[src/rtl/pmod_mic_sampler_if.sv]
// Bundle of control, status and serial-pin signals for pmod_mic_sampler.
// master = the side that triggers reads and drives MISO; slave = the sampler.
interface pmod_mic_sampler_if #(
    parameter int N_CH   = 1,
    parameter int DATA_W = 12
);
    logic                     read;
    logic                     auto_en;
    logic                     clr_ovr;
    logic [N_CH-1:0]          MISO;
    logic                     SCLK;
    logic                     CS;
    logic [N_CH*DATA_W-1:0]   audio;
    logic                     new_data;
    logic                     busy;
    logic                     frame_err;
    logic                     overrun;

    modport master (
        output read, auto_en, clr_ovr, MISO,
        input  SCLK, CS, audio, new_data, busy, frame_err, overrun
    );

    modport slave (
        input  read, auto_en, clr_ovr, MISO,
        output SCLK, CS, audio, new_data, busy, frame_err, overrun
    );
endinterface

[src/rtl/pmod_mic_sampler.sv]
// Serial ADC frame reader for PMOD microphone modules.
// One frame = LEAD_BITS leading zeros followed by DATA_W data bits, MSB first,
// captured on every SCLK rise from N_CH MISO lines in parallel.
//
// state   | meaning
// --------+--------------------------------------------------------------
// S_IDLE  | CS high, SCLK high, waiting for read or an auto-timer tick
// S_SETUP | CS low, SCLK high for CLK_DIV cycles before the first falling edge
// S_SHIFT | FRAME SCLK periods (low half then high half), capture on rise
// S_QUIET | CS high for QUIET_CYC cycles between frames
module pmod_mic_sampler #(
    parameter int DATA_W        = 12,
    parameter int LEAD_BITS     = 4,
    parameter int N_CH          = 1,
    parameter int CLK_DIV       = 2,
    parameter int QUIET_CYC     = 4,
    parameter int SAMPLE_PERIOD = 2000,
    parameter int TWOS_COMP     = 0
) (
    input  logic                 clk,
    input  logic                 rst,
    pmod_mic_sampler_if.slave    mic
);

    localparam int FRAME   = LEAD_BITS + DATA_W;
    localparam int CNT_MAX = (CLK_DIV > QUIET_CYC) ? CLK_DIV : QUIET_CYC;
    localparam int CW      = $clog2(CNT_MAX + 1);
    localparam int BW      = $clog2(FRAME + 1);
    localparam int TW      = (SAMPLE_PERIOD > 1) ? $clog2(SAMPLE_PERIOD) : 1;

    typedef enum logic [1:0] {S_IDLE, S_SETUP, S_SHIFT, S_QUIET} state_t;

    state_t                       state_q, state_d;
    logic [CW-1:0]                cnt_q, cnt_d;
    logic [BW-1:0]                bits_q, bits_d;
    logic                         phase_q, phase_d;
    logic [N_CH-1:0][FRAME-1:0]   sh_q, sh_d;
    logic [N_CH*DATA_W-1:0]       audio_q, audio_d;
    logic                         new_data_q, new_data_d;
    logic                         frame_err_q, frame_err_d;
    logic                         overrun_q, overrun_d;
    logic [TW-1:0]                timer_q, timer_d;

    logic                         tick;
    logic                         trigger;
    logic                         cnt_zero;
    logic                         capture;
    logic                         frame_done;
    logic                         lead_err;
    logic [DATA_W-1:0]            word_v;

    assign tick       = mic.auto_en && (timer_q == TW'(SAMPLE_PERIOD - 1));
    assign trigger    = mic.read || tick;
    assign cnt_zero   = (cnt_q == '0);
    // Rising SCLK happens at the end of a low half; the frame ends after the
    // high half of the last period.
    assign capture    = (state_q == S_SHIFT) && !phase_q && cnt_zero;
    assign frame_done = (state_q == S_SHIFT) && phase_q && cnt_zero && (bits_q == '0);

    // State and datapath registers with synchronous reset.
    always_ff @(posedge clk) begin
        if (rst) begin
            state_q     <= S_IDLE;
            cnt_q       <= '0;
            bits_q      <= '0;
            phase_q     <= 1'b0;
            sh_q        <= '0;
            audio_q     <= '0;
            new_data_q  <= 1'b0;
            frame_err_q <= 1'b0;
            overrun_q   <= 1'b0;
            timer_q     <= '0;
        end else begin
            state_q     <= state_d;
            cnt_q       <= cnt_d;
            bits_q      <= bits_d;
            phase_q     <= phase_d;
            sh_q        <= sh_d;
            audio_q     <= audio_d;
            new_data_q  <= new_data_d;
            frame_err_q <= frame_err_d;
            overrun_q   <= overrun_d;
            timer_q     <= timer_d;
        end
    end

    // Next state plus the half-period / quiet down-counter and period counter.
    always_comb begin
        state_d = state_q;
        cnt_d   = cnt_q;
        bits_d  = bits_q;
        phase_d = phase_q;
        case (state_q)
            S_IDLE: begin
                if (trigger) begin
                    state_d = S_SETUP;
                    cnt_d   = CW'(CLK_DIV - 1);
                end
            end
            S_SETUP: begin
                if (cnt_zero) begin
                    state_d = S_SHIFT;
                    cnt_d   = CW'(CLK_DIV - 1);
                    phase_d = 1'b0;
                    bits_d  = BW'(FRAME - 1);
                end else begin
                    cnt_d = cnt_q - CW'(1);
                end
            end
            S_SHIFT: begin
                if (!cnt_zero) begin
                    cnt_d = cnt_q - CW'(1);
                end else if (!phase_q) begin
                    cnt_d   = CW'(CLK_DIV - 1);
                    phase_d = 1'b1;
                end else if (bits_q == '0) begin
                    state_d = S_QUIET;
                    cnt_d   = CW'(QUIET_CYC - 1);
                    phase_d = 1'b0;
                end else begin
                    cnt_d   = CW'(CLK_DIV - 1);
                    phase_d = 1'b0;
                    bits_d  = bits_q - BW'(1);
                end
            end
            S_QUIET: begin
                if (cnt_zero) begin
                    state_d = S_IDLE;
                end else begin
                    cnt_d = cnt_q - CW'(1);
                end
            end
            default: state_d = S_IDLE;
        endcase
    end

    // Shift capture, frame delivery, auto timer and sticky overrun.
    always_comb begin
        sh_d        = sh_q;
        audio_d     = audio_q;
        frame_err_d = frame_err_q;
        new_data_d  = 1'b0;
        lead_err    = 1'b0;
        word_v      = '0;
        if (capture) begin
            for (int ch = 0; ch < N_CH; ch++) begin
                sh_d[ch] = {sh_q[ch][FRAME-2:0], mic.MISO[ch]};
            end
        end
        if (frame_done) begin
            for (int ch = 0; ch < N_CH; ch++) begin
                word_v = sh_q[ch][DATA_W-1:0];
                if (TWOS_COMP != 0) begin
                    word_v[DATA_W-1] = ~word_v[DATA_W-1];
                end
                audio_d[ch*DATA_W +: DATA_W] = word_v;
                lead_err = lead_err | (|(sh_q[ch] >> DATA_W));
            end
            frame_err_d = lead_err;
            new_data_d  = 1'b1;
        end

        if (!mic.auto_en || (timer_q == TW'(SAMPLE_PERIOD - 1))) begin
            timer_d = '0;
        end else begin
            timer_d = timer_q + TW'(1);
        end

        // A tick lost while a frame is in flight wins over a clear request.
        if (tick && (state_q != S_IDLE)) begin
            overrun_d = 1'b1;
        end else if (mic.clr_ovr) begin
            overrun_d = 1'b0;
        end else begin
            overrun_d = overrun_q;
        end
    end

    // Pin and status decode from the registered state.
    always_comb begin
        mic.busy      = (state_q != S_IDLE);
        mic.CS        = (state_q == S_IDLE) || (state_q == S_QUIET);
        mic.SCLK      = !((state_q == S_SHIFT) && !phase_q);
        mic.audio     = audio_q;
        mic.new_data  = new_data_q;
        mic.frame_err = frame_err_q;
        mic.overrun   = overrun_q;
    end

endmodule

[src/flat_wrapper.sv]
// flat-port wrapper written by rule: the top's interface ports become plain ports
module pmod_mic_sampler_flat 
#(
    parameter int DATA_W        = 12,
    parameter int LEAD_BITS     = 4,
    parameter int N_CH          = 1,
    parameter int CLK_DIV       = 2,
    parameter int QUIET_CYC     = 4,
    parameter int SAMPLE_PERIOD = 2000,
    parameter int TWOS_COMP     = 0
)
  (clk, rst, mic_read, mic_auto_en, mic_clr_ovr, mic_MISO, mic_SCLK, mic_CS, mic_audio, mic_new_data, mic_busy, mic_frame_err, mic_overrun);
  pmod_mic_sampler_if #(.N_CH(N_CH), .DATA_W(DATA_W)) mic_i ();
  input  logic clk;
  input  logic rst;
  input wire logic [$bits(mic_i.read)-1:0] mic_read;
  input wire logic [$bits(mic_i.auto_en)-1:0] mic_auto_en;
  input wire logic [$bits(mic_i.clr_ovr)-1:0] mic_clr_ovr;
  input wire logic [$bits(mic_i.MISO)-1:0] mic_MISO;
  output wire logic [$bits(mic_i.SCLK)-1:0] mic_SCLK;
  output wire logic [$bits(mic_i.CS)-1:0] mic_CS;
  output wire logic [$bits(mic_i.audio)-1:0] mic_audio;
  output wire logic [$bits(mic_i.new_data)-1:0] mic_new_data;
  output wire logic [$bits(mic_i.busy)-1:0] mic_busy;
  output wire logic [$bits(mic_i.frame_err)-1:0] mic_frame_err;
  output wire logic [$bits(mic_i.overrun)-1:0] mic_overrun;
  assign mic_i.read = mic_read;
  assign mic_i.auto_en = mic_auto_en;
  assign mic_i.clr_ovr = mic_clr_ovr;
  assign mic_i.MISO = mic_MISO;
  assign mic_SCLK = mic_i.SCLK;
  assign mic_CS = mic_i.CS;
  assign mic_audio = mic_i.audio;
  assign mic_new_data = mic_i.new_data;
  assign mic_busy = mic_i.busy;
  assign mic_frame_err = mic_i.frame_err;
  assign mic_overrun = mic_i.overrun;
  pmod_mic_sampler #(.DATA_W(DATA_W), .LEAD_BITS(LEAD_BITS), .N_CH(N_CH), .CLK_DIV(CLK_DIV), .QUIET_CYC(QUIET_CYC), .SAMPLE_PERIOD(SAMPLE_PERIOD), .TWOS_COMP(TWOS_COMP)) u_core (.clk(clk), .rst(rst), .mic(mic_i));
endmodule
[config.mk]
export PLATFORM = sky130hd
export DESIGN_NAME = pmod_mic_sampler_flat
export DESIGN_NICKNAME = d
export VERILOG_FILES = /design/src/rtl/pmod_mic_sampler_if.sv /design/src/rtl/pmod_mic_sampler.sv /design/src/flat_wrapper.sv
export SDC_FILE = /design/constraint.sdc
export NUM_CORES = 1
export LEC_CHECK = 0
export CAP_MARGIN = 20
export CORE_MARGIN = 1
export CORE_UTILIZATION = 45
export CTS_BUF_LIST = sky130_fd_sc_hd__clkbuf_8 sky130_fd_sc_hd__clkbuf_16
export CTS_CLUSTER_DIAMETER = 80
export DETAILED_ROUTE_END_ITERATION = 7
export GPL_ROUTABILITY_DRIVEN = 0
export GPL_TIMING_DRIVEN = 0
export PLACE_DENSITY = 0.68
export SYNTH_ARGS = -nofsm -noshare
export SYNTH_HDL_FRONTEND = slang
export SYNTH_SLANG_ARGS = --single-unit
[constraint.sdc]
create_clock -name clk -period 2.7 [get_ports clk]
set_input_delay 0.405 -clock clk [delete_from_list [all_inputs] [get_ports clk]]
set_output_delay 0.405 -clock clk [all_outputs]
set_load 0.01 [all_outputs]
**After elaboration in Yosys (flattened, before gate mapping)**

Index checks and enable logic that the tools add are counted.

- Add/sub/neg operators: 3
- Equal/unequal tests: 12
- Reductions and logical operators: 25
- Multiplexer cells: 26

Operator list:

| kind | number |
|---|---|
| 5-bit 2-to-1 mux | 4 |
| 3-bit 2-to-1 mux | 5 |
| 2-bit 2-to-1 mux | 7 |
| 3-bit one-hot mux with 4 select lines | 1 |
| 11-bit by 1-bit adder with 11-bit output (second input constant) | 1 |
| 11-bit equality test (second input constant) | 1 |
| 2-bit by 1-bit != test with 1-bit output (second input constant) | 5 |
| 5-bit one-hot mux with 2 select lines | 1 |
| 2-bit one-hot mux with 4 select lines | 1 |
| 1-bit logical AND | 7 |
| 1-bit 2-to-1 mux | 6 |
| 2-bit != test (second input constant) | 3 |
| 6-bit AND reduction | 1 |
| 2-bit nonzero test | 3 |
| 5-bit zero test | 1 |
| 5-bit AND reduction | 1 |
| 5-bit by 1-bit subtractor with 5-bit output (second input constant) | 1 |
| 2-bit equality test (second input constant) | 2 |
| 4-bit OR reduction | 1 |
| 1-bit zero test | 3 |
| 3-bit zero test | 1 |
| 1-bit logical OR | 3 |
| 3-bit AND reduction | 1 |
| 3-bit by 1-bit subtractor with 3-bit output (second input constant) | 1 |
| other kinds (5) | 5 |

- Register bits: 53
- Word-level logic and storage cells: 76
- Bits of input ports: 6
- Output and inout port bits: 18

**Logic depth before layout (Yosys ltp)**

Gate-level depths: netlist of run 1.

- Depth after elaboration: 5
- Gate-level depth with buffers: 9
- Depth with buffers taken out: 7

**Worst setup path before layout of run 1**

No wires, ideal clock.

- Path type: reg-to-reg
- Start point: register u_core.bits_q[0]
- End point: register u_core.audio_q[3] (netlist: u_core.mic.audio[3])
- Setup time: 0.132 ns
- Required time: 2.568 ns
- Data arrival time: 1.757 ns
- Cell stages (with the launch flop): 9
- Buffers on the path: 2
- Slack: 0.810 ns
- Clock period less this slack: 1.890 ns
- Cells stage by stage: dfxtp_1 > inv_1 > ha_1 > or4b_4 > or3_1 > buf_2 > buf_6 > nand2_1 > a21oi_1

- Word-level cells in the longest chain between the ends: 2

Ends and longest elaborated chain:

| element | line | text |
|---|---|---|
| from (decl) | pmod_mic_sampler.sv:35 | `logic [BW-1:0] bits_q, bits_d;` |
| from (signal assigned) | pmod_mic_sampler.sv:76 | `bits_q <= bits_d;` |
| 5-bit zero test | pmod_mic_sampler.sv:58 | `assign frame_done = (state_q == S_SHIFT) && phase_q && cnt_zero && (bits_q == '0);` |
| 1-bit logical AND | pmod_mic_sampler.sv:58 |  |
| to (signal assigned) | pmod_mic_sampler.sv:79 | `audio_q <= audio_d;` |
| to (decl) | pmod_mic_sampler.sv:38 | `logic [N_CH*DATA_W-1:0] audio_q, audio_d;` |

No other way between the ends.
A chain may end at the register's enable or synchronous reset.

**Worst setup path in the final report of run 1**

- Start point: register u_core.state_q[0]
- End point: output port mic_SCLK

- Word-level cells in the longest chain between the ends: 3

Ends and longest elaborated chain:

| element | line | text |
|---|---|---|
| from (decl) | pmod_mic_sampler.sv:33 | `state_t state_q, state_d;` |
| from (signal assigned) | pmod_mic_sampler.sv:74 | `state_q <= state_d;` |
| 2-bit equality test | pmod_mic_sampler.sv:183 | `mic.SCLK = !((state_q == S_SHIFT) && !phase_q);` |
| 1-bit logical AND | pmod_mic_sampler.sv:183 |  |
| 1-bit zero test | pmod_mic_sampler.sv:183 |  |
| to (decl) | flat_wrapper.sv:20 | `output wire logic [$bits(mic_i.SCLK)-1:0] mic_SCLK;` |

No other way between the ends.

==> flow_summary.ini, run 1 <==
[timing]
worst_hold_slack_ps = 448
slew_viol_final = 0
worst_slew_pin_slew_ps = 572
finClkSkew_ps = 8.47
max_freq_mhz = 453
period_minus_slack_ps = 2210
grt_setup_unrepaired = false
hold_violations = 0
slew_headroom_pct = 61.3
period_share_pct = 81.8
setup_viol = 0
tns_ps = 0

[synthesis]
async_flop_share_pct = 0
synth-simple-area-share_pct = 25.0
synth_top_family_by_area = simple AND/OR/NAND/NOR gates
seq_area_frac_synth_pct = 46.5
avgSynthCellArea_sq_um = 8.09
syn_area_sq_um = 2280
synthAdderAreaFrac_pct = 5.48
synth_area_leaders = dfxtp_1 (46%), nand2_1 (11%), a21oi_1 (7.9%)
yosys_warnings = 0
synthCells = 282
muxShareOfSynthArea_pct = 0.439
syn_nets = 298
synth_largest_area_cell = dfxtp_1
synth-xor-area-share_pct = 3.07
synth_edf_count = 0
synth_seq_cells = 53
synth.distinct_cells = 39
post-synth-top-area-fraction_pct = 46.5
synth-compound-area-share_pct = 15.1
synth_top_flop_cell = dfxtp_1

[critical_path]
max_stage_delay_ps = 530
critical_path.most_common_cell = inv_1
end_kind = output pin
worstRegToRegCells = 8
timing.rr.end = u_core.mic.frame_err$_SDFFE_PP0P_
critPathKind = reg2out
cp_max_fo = 4
crit_slowest_cell = clkdlybuf4s50_1
arrival_ps = 1800
critPathBufInv = 3
cp_cell_sequence = inv_1, ha_1, nor2b_1, inv_1, clkdlybuf4s50_1
cp_data_required_time_ps = 2300
rrSetupSlack_ps = 640
reg2reg_from = u_core.bits_q[0]$_SDFFE_PP0P_
cp-start-kind = flip-flop
crit_family = buffers and inverters

[flow_run]
maxCapViolCount = 0

[pwr]
p_clk_share_pct = 24.5
p_sw_w = 0.000657
power.leakage_nw = 0.915
p_seq_share_pct = 45.8
p_comb_share_pct = 29.7
ir_worst_vdd_mv = 0.424
power_density_nw_per_um2 = 715
p_int_w = 0.00126
p_sw_share_pct = 34.3
total_power_w = 0.00192

[hold_path]
hp-class = reg2reg
whs_path_depth = 1
hold_start = u_core.timer_q[0]$_SDFF_PP0_
min_to = u_core.timer_q[0]$_SDFF_PP0_

[final_layout]
area_growth_pct = 17.5
antennaDiodeCount = 0
final_nets = 327
drive_above_1_share_pct = 5.13
final_util_pct = 56.0

[route]
drc_errors = 0
viasPerCell = 4.98
vias = 1887
wire_per_inst_microns = 11.3
postRouteAntennaNets = 0
routed_wl_microns = 4290
dr.pass1.iters = 5
first_iter_violations = 105

[clock_tree]
clk_path_buf_depth = 2
cts-root-buf = clkbuf_8
cts_tree = yes
clkTransAtPathRegs_ps = 100
cts_max_level = 2
cts_sinks = 53
numCtsBuffers = 5
hold_buffers = 0
clk_latency_ps = 310
cts_setup_buffers = 0
cts_resized = 0

[floorplanning]
row_count = 25
io_pins = 24
fp.dieW_microns = 73.2
fp.coreArea_sq_um = 4790
fp.dieH_microns = 73.2
die_area_sq_um = 5360
start_util_pct = 47.7

[placement]
dpl.hpwl_microns = 3080
port_buffers = 22

[grt]
grt_max_degree = 19
grtUsageTotal_pct = 17.5
grt_pass1_wl_microns = 7220
grt_antenna_before_repair = 0
grt_pass1_vias = 1633
grt_overflow_total = 0

[status]
status = finished, final reports clean
-- sequential cells by signal, indices dropped and copies added (netlist names) --
| register | cells |
|---|---|
| u_core.sh_q | 16 |
| u_core.mic.audio | 12 |
| u_core.timer_q | 11 |
| u_core.bits_q | 5 |
| u_core.cnt_q | 3 |
| u_core.state_q | 2 |
| u_core.mic.frame_err | 1 |
| u_core.mic.new_data | 1 |
| u_core.mic.overrun | 1 |
| u_core.phase_q | 1 |
-- per-layer routing --
layer / track usage [%] / wire length, microns
met1: 23.2 / 2200
met3: 4.56 / 138
met4: 7.41 / 61
met5: 0 / 0
met2: 27.1 / 1890
-- placed cells by master, fill, tap and decap left out, types with 2 or more instances in the layout --
cell and instances:
o41ai_1 2, clkbuf_1 9, clkinvlp_4 2, nand2_1 68, nand4b_1 3, nand3_1 6
buf_2 2, o21ai_0 8, and3_1 2, xnor2_1 5, dfxtp_1 53, clkdlybuf4s50_1 22
inv_1 11, nor3_1 2, nor2b_1 3, nand4_1 2, or3_1 4, a211oi_1 4
ha_1 10, nand2b_1 4, nor2_1 26, clkbuf_8 5, a21oi_1 36, a311oi_1 2
xor2_1 3
-- cell type report --
type,count,area (sq um)
clock inverters,3,26.3
multi-input cells,205,1120
fillers,489,2100
inverters,11,41.3
clock buffers,5,68.8
plain buffers,13,58.8
flip-flops and latches,53,1060
well taps,67,83.8
repair buffers,22,220
-- logic make-up (layout without fill, tap and decap cells) --
kind of cell | Yosys count | count (layout)
AOI/OAI and AO/OA | 59 | 59
buffers and inverters | 24 | 54
muxes | 1 | 1
adders and majority gates | 10 | 10
DFF | 53 | 53
and+or+nand+nor | 127 | 127
xor gates and xnor gates | 8 | 8
-- worst max path at each step --
stage	from	endpoint	cells after the start
2_1_floorplan	u_core.bits_q[0]$_SDFFE_PP0P_	u_core.mic.audio[3]$_SDFFE_PP0P_	8
3_3_place_gp	mic_auto_en	u_core.cnt_q[0]$_SDFFE_PP0P_	6
6_report	u_core.state_q[0]$_SDFFE_PP0P_	mic_SCLK	5
4_1_cts	u_core.state_q[0]$_SDFFE_PP0P_	mic_SCLK	5
5_1_grt	u_core.state_q[0]$_SDFFE_PP0P_	u_core.sh_q[7]$_SDFFE_PP0P_	8
3_5_place_dp	mic_auto_en	u_core.cnt_q[0]$_SDFFE_PP0P_	6
-- through the flow --
| step | cell area [sq um] | std cells | worst slack (ps) |
|---|---|---|---|
| floorplan | 2280 | 282 | 810 |
| global placement | 2590 | 371 | 526 |
| detailed placement | 2590 | 371 | 462 |
| CTS | 2680 | 379 | 467 |
| global route | 2680 | 379 | 389 |
| finish | 2680 | 379 | 491 |
-- cells in the mapped netlist, drive strengths merged, types with 2 or more instances --
| cell | n |
|---|---|
| nand2 | 68 |
| dfxtp | 53 |
| a21oi | 36 |
| nor2 | 26 |
| inv | 11 |
| ha | 10 |
| clkbuf | 9 |
| o21ai | 8 |
| nand3 | 6 |
| xnor2 | 5 |
| a211oi | 4 |
| buf | 4 |
| nand2b | 4 |
| or3 | 4 |
| nand4b | 3 |
| nor2b | 3 |
| nor3 | 3 |
| xor2 | 3 |
| a21boi | 2 |
| a311oi | 2 |
| and3 | 2 |
| nand4 | 2 |
| o41ai | 2 |
-- power by group through the flow --
stage	Clock, W	Sequential, W	Combinational, W
after global placement	0	0.000893	0.000564
after CTS	0.000487	0.000877	0.000573
after global routing	0.000518	0.000883	0.000654
after floorplan	0	0.000884	0.000433
final	0.000469	0.000878	0.000571
after detailed placement	0	0.000895	0.000569
Note: power is estimated with default switching activity, not from simulation.
==> run 2, diff against run 1 <==
Clock period 2.7 ns to 2.2 ns, I/O delays scaled along.
==> flow_summary.ini, run 2 (synthesized netlist as in run 1, its figures left out) <==
[status]
status = finished, final reports clean

[grt]
grt_pass1_wl_microns = 7220
grt_overflow_total = 0
grt_pass1_vias = 1633
grtUsageTotal_pct = 17.5
grt_max_degree = 19
grt_antenna_before_repair = 0

[clock_tree]
hold_buffers = 0
clk_latency_ps = 320
cts_tree = yes
clk_path_buf_depth = 2
cts_max_level = 2
numCtsBuffers = 5
cts-root-buf = clkbuf_8
cts_setup_buffers = 0
cts_resized = 0
cts_sinks = 53
clkTransAtPathRegs_ps = 100

[floorplanning]
start_util_pct = 47.7
fp.dieW_microns = 73.2
io_pins = 24
fp.coreArea_sq_um = 4790
row_count = 25
fp.dieH_microns = 73.2
die_area_sq_um = 5360

[placement]
dp_slack_ps = 36.9
port_buffers = 22
dpl.hpwl_microns = 3080

[critical_path]
arrival_ps = 1780
cp_data_required_time_ps = 1870
critPathKind = reg2out
critical_path.most_common_cell = inv_1
crit_family = buffers and inverters
crit_slowest_cell = clkdlybuf4s50_1
critPathBufInv = 3
cp_max_fo = 4
end_kind = output pin
max_stage_delay_ps = 530
cp_cell_sequence = inv_1, ha_1, nor2b_2, inv_1, clkdlybuf4s50_1
cp-start-kind = flip-flop

[route]
postRouteAntennaNets = 0
vias = 1900
first_iter_violations = 100
viasPerCell = 5.01
dr.pass1.iters = 4
routed_wl_microns = 4310
drc_errors = 0
wire_per_inst_microns = 11.4

[pwr]
p_sw_w = 0.000808
p_int_w = 0.00155
p_seq_share_pct = 45.8
power.leakage_nw = 0.918
p_comb_share_pct = 29.7
power_density_nw_per_um2 = 878
p_clk_share_pct = 24.5
p_sw_share_pct = 34.3
ir_worst_vdd_mv = 0.517
total_power_w = 0.00236

[timing]
slew_viol_final = 0
finClkSkew_ps = 8.36
max_freq_mhz = 474
setup_ws_ps = 91.5
period_minus_slack_ps = 2110
tns_ps = 0
worst_slew_pin_slew_ps = 556
grt_setup_unrepaired = false
slew_headroom_pct = 62.4
setup_viol = 0
period_share_pct = 95.8
hold_violations = 0

[hold_path]
hp-class = in2reg

[final_layout]
final_util_pct = 56.1
largest_reg_flops = 16
layout_commonest_cell = nand2_1
n_fill_cell = 489
area_growth_pct = 17.7
final_cell_mix = nand2_1 (68), dfxtp_1 (52), a21oi_1 (36)
top_register = u_core.sh_q
final_nets = 327
antennaDiodeCount = 0
drive_above_1_share_pct = 6.09

[flow_run]
maxCapViolCount = 0
## run 2: metal layers
metal / vias up / GRT usage [%] / part of all wire (%)
met5: - / 0 / 0
met4: 0 / 7.41 / 1.7
met3: 6 / 4.56 / 4.1
li1: 998 / - / -
met2: 35 / 27.1 / 44
met1: 861 / 23.2 / 51
## run 2: final timing paths
| check | slack, ps | depth (start not counted) | to | from |
|---|---|---|---|---|
| setup / recovery | 90 | 5 | mic_SCLK | u_core.state_q[0]$_SDFFE_PP0P_ |
| hold / removal | 440 | 2 | u_core.cnt_q[1]$_SDFFE_PP0P_ | rst |
| setup reg to reg | 150 | 8 | u_core.mic.audio[8]$_SDFFE_PP0P_ | u_core.bits_q[0]$_SDFFE_PP0P_ |
| hold reg to reg | 450 | 1 | u_core.timer_q[0]$_SDFF_PP0_ | u_core.timer_q[0]$_SDFF_PP0_ |
## run 2: final cells by class
class / instances / area (sq um) / area share [%]
Buffer: 13 / 60.1 / 2.24
Clock buffer: 5 / 68.8 / 2.56
Clock inverter: 3 / 26.3 / 0.978
Inverter: 11 / 41.3 / 1.54
Multi-Input combinational cell: 205 / 1120 / 41.8
Sequential cell: 53 / 1060 / 39.5
Tap cell: 67 / 83.8 / 3.12
Timing Repair Buffer: 22 / 220 / 8.20
## run 2: power groups by stage
stage / logic [W] / registers, W / clock network (W)
6_report: 0.000699 / 0.00108 / 0.000579
5_1_grt: 0.000804 / 0.00109 / 0.000636
4_1_cts: 0.000703 / 0.00108 / 0.000598
3_5_place_dp: 0.000699 / 0.00110 / 0
3_3_place_gp: 0.000692 / 0.00110 / 0
2_1_floorplan: 0.000532 / 0.00108 / 0
## run 2: per-stage QoR
stage                     hold slack (ps)  cells  instance area [sq um]
after floorplan                       413    282                   2280
after global placement                427    371                   2590
after detailed placement              440    371                   2590
after CTS                             440    379                   2680
after global routing                  472    379                   2690
final                                 444    379                   2690
## run 2: worst register-to-register path, delay by kind of cell, from the launching register on
family,cells,cell delay (ps)
AND/OR/NAND/NOR,3,920
AO/OA/AOI/OAI,1,60
adder cells (fa/ha/maj),1,180
flip-flops,1,350
buffers and inverters,3,420
